<file path="config.mk">
export PLATFORM = sky130hd
export DESIGN_NAME = mem_arbiter_n
export DESIGN_NICKNAME = d
export VERILOG_FILES = /design/src/rtl/mem_arb_pkg.sv /design/src/rtl/arb_rr_pick.sv /design/src/rtl/mem_arbiter_n.sv
export SDC_FILE = /design/constraint.sdc
export NUM_CORES = 1
export LEC_CHECK = 0
export ABC_AREA = 1
export BUFFER_PORTS_ARGS = -buffer_cell sky130_fd_sc_hd__buf_4
export CELL_PAD_IN_SITES_DETAIL_PLACEMENT = 0
export CELL_PAD_IN_SITES_GLOBAL_PLACEMENT = 2
export CORE_ASPECT_RATIO = 0.9
export CORE_MARGIN = 2
export CORE_UTILIZATION = 10
export CTS_CLUSTER_SIZE = 10
export DETAILED_ROUTE_END_ITERATION = 10
export PLACE_DENSITY_LB_ADDON = 0.1
export SETUP_SLACK_MARGIN = 0.3
export SLEW_MARGIN = 20
export SYNTH_ARGS = -nofsm -noshare
export SYNTH_HDL_FRONTEND = slang
export SYNTH_SLANG_ARGS = --single-unit
</file>
<file path="constraint.sdc">
create_clock -name clk -period 1.8 [get_ports clk]
set_clock_uncertainty 0.15 [all_clocks]
set_input_delay 0.36 -clock clk [delete_from_list [all_inputs] [get_ports clk]]
set_output_delay 0.36 -clock clk [all_outputs]
set_load 0.01 [all_outputs]
</file>
<file path="src/rtl/mem_arb_pkg.sv">
// Shared state encoding, defaults and sizing helper for mem_arbiter_n.
package mem_arb_pkg;

  typedef enum logic {
    ARB_IDLE  = 1'b0,
    ARB_WDATA = 1'b1
  } arb_state_e;

  localparam int DEF_WR_BEATS   = 4;
  localparam int DEF_RESP_BEATS = 4;
  localparam int DEF_MAX_OUT    = 2;

  function automatic int clog2(input int value);
    int r;
    r = 0;
    while ((1 << r) < value) r++;
    return r;
  endfunction

endpackage

</file>
<file path="src/rtl/arb_rr_pick.sv">
// Find-first-set over N request bits starting at ptr and wrapping; pure combinational.
// Latency: zero; no backpressure (the caller qualifies the pick with its own ready).
module arb_rr_pick #(
  parameter int N = 2,
  parameter int W = 1
) (
  input  logic [N-1:0] req,
  input  logic [W-1:0] ptr,
  output logic [W-1:0] idx,
  output logic         any
);

  logic [2*N-1:0] rot;

  // Doubling the vector lets a plain shift express the wrap-around.
  assign rot = {req, req} >> ptr;

  always_comb begin
    idx = '0;
    any = 1'b0;
    for (int k = N - 1; k >= 0; k--) begin
      if (rot[k]) begin
        any = 1'b1;
        idx = W'((int'(ptr) + k) % N);
      end
    end
  end

endmodule

</file>
<file path="src/rtl/mem_arbiter_n.sv">
// N-channel requester-to-memory arbiter with write grant lock and tag-routed responses; ARB_ROUND_ROBIN_EN selects rotating priority.
// Latency: zero (combinational request/response paths); backpressure: mem ready reaches only the granted channel.
`ifndef MEM_ADDR_BITS
`define MEM_ADDR_BITS 32
`endif
`ifndef MEM_TAG_BITS
`define MEM_TAG_BITS 8
`endif
`ifndef MEM_DATA_BITS
`define MEM_DATA_BITS 64
`endif

module mem_arbiter_n
  import mem_arb_pkg::*;
#(
  parameter int NUM_CH     = 2,
  parameter int ADDR_W     = `MEM_ADDR_BITS,
  parameter int TAG_W      = `MEM_TAG_BITS,
  parameter int DATA_W     = `MEM_DATA_BITS,
  parameter int WR_BEATS   = DEF_WR_BEATS,
  parameter int RESP_BEATS = DEF_RESP_BEATS,
  parameter int MAX_OUT    = DEF_MAX_OUT
) (
  input  logic                         clk,
  input  logic                         reset,
  input  logic [NUM_CH-1:0]            ch_req_valid,
  output logic [NUM_CH-1:0]            ch_req_ready,
  input  logic [NUM_CH-1:0]            ch_req_rw,
  input  logic [NUM_CH*ADDR_W-1:0]     ch_req_addr,
  input  logic [NUM_CH-1:0]            ch_req_data_valid,
  output logic [NUM_CH-1:0]            ch_req_data_ready,
  input  logic [NUM_CH*DATA_W-1:0]     ch_req_data_bits,
  input  logic [NUM_CH*DATA_W/8-1:0]   ch_req_data_mask,
  output logic [NUM_CH-1:0]            ch_resp_valid,
  output logic                         mem_req_valid,
  input  logic                         mem_req_ready,
  output logic                         mem_req_rw,
  output logic [ADDR_W-1:0]            mem_req_addr,
  output logic [TAG_W-1:0]             mem_req_tag,
  output logic                         mem_req_data_valid,
  input  logic                         mem_req_data_ready,
  output logic [DATA_W-1:0]            mem_req_data_bits,
  output logic [DATA_W/8-1:0]          mem_req_data_mask,
  input  logic                         mem_resp_valid,
  input  logic [TAG_W-1:0]             mem_resp_tag,
  output logic                         err_bad_tag
);

  localparam int CH_W   = (clog2(NUM_CH) < 1) ? 1 : clog2(NUM_CH);
  localparam int MASK_W = DATA_W / 8;
  localparam int OC_W   = clog2(MAX_OUT + 1);
  localparam int BC_W   = (clog2(WR_BEATS) < 1) ? 1 : clog2(WR_BEATS);
  localparam int RC_W   = (clog2(RESP_BEATS) < 1) ? 1 : clog2(RESP_BEATS);

  arb_state_e        state, state_nxt;
  logic [CH_W-1:0]   ptr, lock, winner, resp_idx;
  logic [BC_W-1:0]   beat_cnt;
  logic [NUM_CH-1:0] elig, resp_hit, proto_err;
  logic              any_elig, accept, beat_acc, tag_ok;

  arb_rr_pick #(.N(NUM_CH), .W(CH_W)) u_pick (
    .req (elig),
    .ptr (ptr),
    .idx (winner),
    .any (any_elig)
  );

  assign accept   = (state == ARB_IDLE) & any_elig & mem_req_ready;
  assign beat_acc = (state == ARB_WDATA) & ch_req_data_valid[lock] & mem_req_data_ready;

  assign resp_idx = mem_resp_tag[CH_W-1:0];
  assign tag_ok   = ((mem_resp_tag >> CH_W) == '0) && (int'(resp_idx) < NUM_CH);

  always_comb begin
    state_nxt          = state;
    mem_req_valid      = 1'b0;
    mem_req_rw         = ch_req_rw[winner];
    mem_req_addr       = ch_req_addr[winner*ADDR_W +: ADDR_W];
    mem_req_tag        = '0;
    mem_req_tag[CH_W-1:0] = winner;
    mem_req_data_valid = 1'b0;
    mem_req_data_bits  = ch_req_data_bits[lock*DATA_W +: DATA_W];
    mem_req_data_mask  = ch_req_data_mask[lock*MASK_W +: MASK_W];
    ch_req_ready       = '0;
    ch_req_data_ready  = '0;
    case (state)
      ARB_IDLE: begin
        mem_req_valid        = any_elig;
        ch_req_ready[winner] = any_elig & mem_req_ready;
        if (accept && ch_req_rw[winner]) state_nxt = ARB_WDATA;
      end
      ARB_WDATA: begin
        mem_req_data_valid      = ch_req_data_valid[lock];
        ch_req_data_ready[lock] = mem_req_data_ready;
        if (beat_acc && beat_cnt == BC_W'(WR_BEATS - 1)) state_nxt = ARB_IDLE;
      end
      default: state_nxt = ARB_IDLE;
    endcase
    if (reset) begin
      mem_req_valid      = 1'b0;
      mem_req_data_valid = 1'b0;
      ch_req_ready       = '0;
      ch_req_data_ready  = '0;
    end
  end

  assign ch_resp_valid = resp_hit & {NUM_CH{~reset}};

  for (genvar g = 0; g < NUM_CH; g++) begin : g_ch
    logic [OC_W-1:0] out_cnt;
    logic [RC_W-1:0] resp_cnt;
    logic            rd_inc, rd_fin;

    assign resp_hit[g]  = mem_resp_valid & tag_ok & (resp_idx == CH_W'(g));
    assign rd_inc       = accept & (winner == CH_W'(g)) & ~ch_req_rw[g];
    assign rd_fin       = resp_hit[g] & (resp_cnt == RC_W'(RESP_BEATS - 1));
    assign elig[g]      = ch_req_valid[g] & (ch_req_rw[g] | (out_cnt < OC_W'(MAX_OUT)));
    assign proto_err[g] = rd_fin & (out_cnt == '0);

    always_ff @(posedge clk) begin
      if (reset) begin
        out_cnt  <= '0;
        resp_cnt <= '0;
      end else begin
        if (resp_hit[g]) resp_cnt <= rd_fin ? '0 : resp_cnt + 1'b1;
        // A grant and a completion in the same cycle cancel out.
        if (rd_inc && !rd_fin) out_cnt <= out_cnt + 1'b1;
        else if (rd_fin && !rd_inc && out_cnt != '0) out_cnt <= out_cnt - 1'b1;
      end
    end
  end

  always_ff @(posedge clk) begin
    if (reset) begin
      state       <= ARB_IDLE;
      lock        <= '0;
      beat_cnt    <= '0;
      err_bad_tag <= 1'b0;
    end else begin
      state <= state_nxt;
      if (accept && ch_req_rw[winner]) begin
        lock     <= winner;
        beat_cnt <= '0;
      end else if (beat_acc) begin
        beat_cnt <= beat_cnt + 1'b1;
      end
      if ((mem_resp_valid && !tag_ok) || (|proto_err)) err_bad_tag <= 1'b1;
    end
  end

`ifdef ARB_ROUND_ROBIN_EN
  always_ff @(posedge clk) begin
    if (reset) ptr <= '0;
    else if (accept) ptr <= (int'(winner) == NUM_CH - 1) ? '0 : winner + 1'b1;
  end
`else
  assign ptr = '0;
`endif

endmodule

</file>
==> impl_metrics.ini, run 1 <==
[clock_tree]
numCtsBuffers = 3
clk_pin_slew_worst_paths_ns = 0.05
clock-root-buffer = clkbuf_16
htreeDepth = 1
cts_tree = done
cts_sinks = 13
clk_latency_ns = 0.24
cts_buffer_depth = 2

[yosys]
synth_most_common_cell = nand2_1
synth_compound_area_frac = 0.0457
synth_top_cell_area_share = 0.574
synth_fa_ha_area_frac = 0.0169
synthFlopType = dfxtp_1
synth_warnings = 0
synth_xor_area_frac = 0.00395
synth_top_family_by_area = simple AND/OR/NAND/NOR gates
ys_seq_area_frac = 0.117
synth_seq_cells = 13
yosys.area.top_type = nand2_1
synth_edf_count = 0
synth.avg_cell_area_um2 = 4.64
ys_async_sr_fraction = 0
synth_area_leaders = nand2_1, dfxtp_1, inv_1
syn_inst = 478
synth_cell_types = 31
synthesis.area_um2 = 2220
synthMuxAreaShare = 0
synth_simple_gate_area_frac = 0.695
ys_top_cells_by_count = nand2_1, inv_1, nor2_1, buf_2, dfxtp_1

[route]
antenna_left = 0
drt-wirelength-per-cell_um = 15.4
wirelength_mm = 17.7
drc = 0
via_per_inst = 3.80
num_vias = 4369
dr.pass1.iters = 4
detail_route.iter0.violations = 66

[placement]
place_congestion = 0.889
dp.cells = 1107
portBuffers = 341
dp_hpwl_mm = 13.5
place_ws_ns = -0.0146
placed_area_um2 = 5330

[grt]
grt-ovfl-total = 0
grt_start_max_net_pins = 33
track_usage = 0.141
grt_pass1_vias = 4298
antenna_found_initial = 0
grt_pass1_wl_mm = 25.8

[worst_setup_path]
slowest_delay_ns = 0.33
critPathMaxFanout = 12
r2r_cells = 10
path_common_cell = nand2_2
end_kind = output port
path_buf_inv = 3
cp.depth = 7
criticalPathCategory = register to output port
critical_path_required_ns = 1.29
critical-path-top-delay-family = buffers and inverters
crit_slowest_cell = dfxtp_2
cp-start-kind = register
worstPathCellList = a21boi_4 > nand2_4 > inv_8 > buf_12 > nand2_2 > nand2_2 > buf_6
crit_arrival_ns = 1.33

[sta]
fin_tns_setup_ns = -0.496
drv_slew = 0
rsz0062_at_grt = true
period_share = 1.02
worst_slack_ns = -0.0391
finalHoldViolCount = 0
fmax_mhz = 544
finalSetupViolCount = 35
min_period_ns = 1.84

[final_layout]
n_fill_cell = 2376
final_area_um2 = 7390
multi_input_area_um2 = 2660
n_antenna_cell = 0
drive_gt1_frac = 0.751
regArea_um2 = 270
fin_util = 0.341
fin_cells = 1151
nNetsFinal = 1091
synthToLayoutAreaGrowth_pct = 233

[floorplan]
die_y_um = 145
fp.dieW_um = 161
dieArea_um2 = 23400
design.core.area_um2 = 21700
start_util = 0.102
row_count = 51
ios = 349

[pwr]
peakVddDrop_uv = 236
leakagePower_uw = 0.00415
powerDensity_nw_per_um2 = 316

[min_path]
worstHoldPathType = register to register
holdPathStages = 2

[job]
drv_cap = 0

[status]
violations = setup timing
outcome = complete, but fails checks
placed cells by master, fill, tap and decap left out, types with 4 or more instances in the layout:
cell       count
nor2_1        13
inv_1         19
buf_4        273
dfxtp_1        9
clkbuf_16      4
buf_16        14
buf_6         98
nand3_1        4
nand2_4       60
buf_12        11
nor2_4         5
buf_8          6
nand2_1      143
nand3_2        6
a21oi_1        7
nand2_2      139
conb_1         7
cell families after synthesis:
logic type	after synthesis
AOI/OAI and AO/OA	16
adders and majority gates	3
buffers and inverters	58
DFF	13
xor gates and xnor gates	1
other	1
and+or+nand+nor	386
what timing repair did:
item	CTS	global route
gates cloned	13	1
pin swaps	55	44
setup endpoints to repair	117	123
endpoints found under the hold margin	0	0
hold buffers	0	0
buffers inserted	20	6
resized for setup	262	133
area by class of cell:
| type | count | share of cell area |
|---|---|---|
| clock buffer | 4 | 0.0107 |
| inverter | 27 | 0.0188 |
| multi-input combinational | 413 | 0.360 |
| sequential | 13 | 0.0366 |
| tap | 291 | 0.0493 |
| timing repair buffer | 403 | 0.524 |
where the power goes:
group	switching, uW	leakage [uW]	internal, uW
clock	123	0.0000382	299
combinational	684	0.00401	926
sequential	9.03	0.000108	295
total	816	0.00415	1520
state kept, by name (all words and copies together), names as in the netlist:
name	cells
state	1
lock	1
g_ch.resp_cnt	4
err_bad_tag	1
g_ch.out_cnt	4
beat_cnt	2
worst paths after layout:
| kind | slack (ns) | start | endpoint |
|---|---|---|---|
| setup reg to reg | 0.16 | g_ch[1].out_cnt[1] | lock |
| hold reg to reg | 0.30 | g_ch[1].resp_cnt[1] | g_ch[1].resp_cnt[1] |
| setup / recovery | -0.04 | g_ch[1].out_cnt[1] | mem_req_addr[19] |
| hold / removal | 0.30 | g_ch[1].resp_cnt[1] | g_ch[1].resp_cnt[1] |
tightest hold or removal path, cell delays in order (launching register included):
cell     delay (ns)
dfxtp_1        0.31
inv_1          0.05
a21oi_1        0.05
routing by layer:
layer	vias up	global-route usage	wire length, um
met4	0	0.0174	176
met3	12	0.0286	1130
met2	176	0.279	9890
met1	1983	0.158	6540
met5	-	0	0
li1	2198	-	-
stage by stage:
| stage | hold slack, ns | total power [uW] |
|---|---|---|
| final | 0.302 | 2340 |
| after global routing | 0.324 | 2480 |
| after CTS | 0.294 | 2250 |
| after detailed placement | 0.300 | 1500 |
| after global placement | 0.287 | 1500 |
| after floorplan | 0.277 | 725 |
Power figures use the tool's default switching activity.
==> inputs of run 2 (changes only) <==
--- a/config.mk
+++ b/config.mk
@@ -12,6 +12,7 @@
 export CORE_ASPECT_RATIO = 0.9
 export CORE_MARGIN = 2
 export CORE_UTILIZATION = 10
+export CTS_BUF_LIST = sky130_fd_sc_hd__clkbuf_8 sky130_fd_sc_hd__clkbuf_16
 export CTS_CLUSTER_SIZE = 10
 export DETAILED_ROUTE_END_ITERATION = 10
 export PLACE_DENSITY_LB_ADDON = 0.1
==> constraint.sdc (replaced) <==
create_clock -name clk -period 2.02 [get_ports clk]
set_clock_uncertainty 0.15 [all_clocks]
set_input_delay 0.404 -clock clk [delete_from_list [all_inputs] [get_ports clk]]
set_output_delay 0.404 -clock clk [all_outputs]
set_load 0.01 [all_outputs]
==> run 2 against run 1 <==
The run now ends clean. Count of clock-buffer cells in the layout decreased by 1. Die area unchanged. Wire length grew 4.4%. Sequential power is 12% lower. Sequential share of layout area down 0.083 points. Power shrank 10%. Critical path depth is the same. Register-to-register slack gained 0.27 ns. Via count is 0.71% lower. Highest routed layer unchanged.
==> impl_metrics.ini, run 2 (synthesized netlist as in run 1, its figures left out) <==
[floorplan]
start_util = 0.102
dieArea_um2 = 23400
fp.dieW_um = 161
die_y_um = 145
design.core.area_um2 = 21700
row_count = 51
ios = 349

[final_layout]
synthToLayoutAreaGrowth_pct = 236
fin_util = 0.344
n_fill_cell = 2336
largestRegisters = g_ch.out_cnt x4, g_ch.resp_cnt x4, beat_cnt x2
n_antenna_cell = 0
final_common_cell = buf_4
drive_gt1_frac = 0.726
nNetsFinal = 1085
regArea_um2 = 267
multi_input_area_um2 = 2710
layout_common_cells = buf_4, nand2_1, nand2_2

[worst_setup_path]
critPathMaxFanout = 8
end_kind = output port
critical-path-top-delay-family = buffers and inverters
crit_slowest_cell = dfxtp_2
critical_path_required_ns = 1.47
worstPathCellList = a21boi_4 > nand2_4 > inv_8 > clkbuf_16 > nand2_1 > nand2_1 > buf_4
r2r-start = g_ch[1].out_cnt[1]
path_buf_inv = 3
slowest_delay_ns = 0.33
path_common_cell = nand2_1
criticalPathCategory = register to output port
cp-start-kind = register
crit_arrival_ns = 1.38
critPathLaunch = g_ch[1].out_cnt[1]

[clock_tree]
cts_sinks = 13
clock-root-buffer = clkbuf_16
cts_hold_buf = 0
cts_buffer_depth = 2
clk_latency_ns = 0.24
cts_tree = done
clk_pin_slew_worst_paths_ns = 0.05
htreeDepth = 1
numCtsBuffers = 3

[placement]
dp_hpwl_mm = 12.6
portBuffers = 341
place_congestion = 0.835

[sta]
fin_tns_setup_ns = 0
period_share = 0.959
min_period_ns = 1.94
finalSetupViolCount = 0
rsz0062_at_grt = true
drv_slew = 0
fmax_mhz = 516
finalHoldViolCount = 0

[route]
dr.pass1.iters = 4
via_per_inst = 3.79
drc = 0
wirelength_mm = 18.5
num_vias = 4338
drt-wirelength-per-cell_um = 16.2
detail_route.iter0.violations = 85
antenna_left = 0

[min_path]
min_from = g_ch[1].resp_cnt[1]
worstHoldPathType = register to register

[grt]
grt-ovfl-total = 0
antenna_found_initial = 0
grt_pass1_wl_mm = 26.2
track_usage = 0.146
grt_start_max_net_pins = 34
grt_pass1_vias = 4208

[pwr]
leakagePower_uw = 0.00420
peakVddDrop_uv = 259
powerDensity_nw_per_um2 = 282

[status]
outcome = complete, no violations

[job]
drv_cap = 0
## run 2: changes by cell type in the layout (fill, tap and decap cells not counted), moves of 3 or more
cell     previous run  this run
buf_4             273       262
nand2_2           139       104
nand2_4            60        88
nand2_1           143       151
inv_1              19        22
## run 2: final cells by class
class / count / area share
Tap cell: 291 / 0.0488
Multi-Input combinational cell: 413 / 0.363
Inverter: 27 / 0.0159
Clock buffer: 3 / 0.0101
Clock inverter: 1 / 0.000504
Sequential cell: 13 / 0.0358
Timing Repair Buffer: 397 / 0.526
## run 2: worst register-to-register path, cell delays in order (launching register included)
cell and delay, ns:
dfxtp_2 0.33, a21boi_4 0.17, buf_4 0.14, buf_6 0.08
buf_4 0.09, nand4_1 0.14, inv_1 0.09, nand2_1 0.08
a21oi_1 0.15, nor2_1 0.06
## run 2: worst paths after layout
check / to / slack (ns) / cells after the start
max: mem_req_addr[19] / 0.08 / 7
min: g_ch[1].resp_cnt[1] / 0.31 / 2
max reg2reg: g_ch[1].out_cnt[0] / 0.43 / 9
min reg2reg: g_ch[1].resp_cnt[1] / 0.31 / 2
## run 2: metal layers
metal,global-route usage,up-vias,wire [um]
met3,0.0274,14,995
li1,-,2184,-
met5,0,-,0
met1,0.157,2007,6810
met4,0.0188,0,230
met2,0.296,133,10500
## run 2: power by group
part,switching (uW),total [uW],internal [uW]
registers,6.69,269,263
clock network,117,379,262
logic,616,1450,835
total,739,2100,1360
## run 2: repair_timing
action                                  in CTS  in global routing
endpoints found under the setup margin     109                114
resized for setup                          248                188
pin swaps                                   51                 39
gates cloned                                16                  2
buffers inserted                            24                  7
## run 2: metrics by stage
step                      hold WS, ns  area [um2]  setup WS [ns]  power (uW)  std cells
after floorplan                 0.277        2240          0.365         616        484
after global placement          0.290        5100          0.121        1290       1092
after detailed placement        0.309        5100          0.110        1280       1092
after CTS                       0.317        6690         0.0895        1950       1136
after global routing            0.324        7450         0.0342        2220       1145
final                           0.312        7450         0.0822        2100       1145
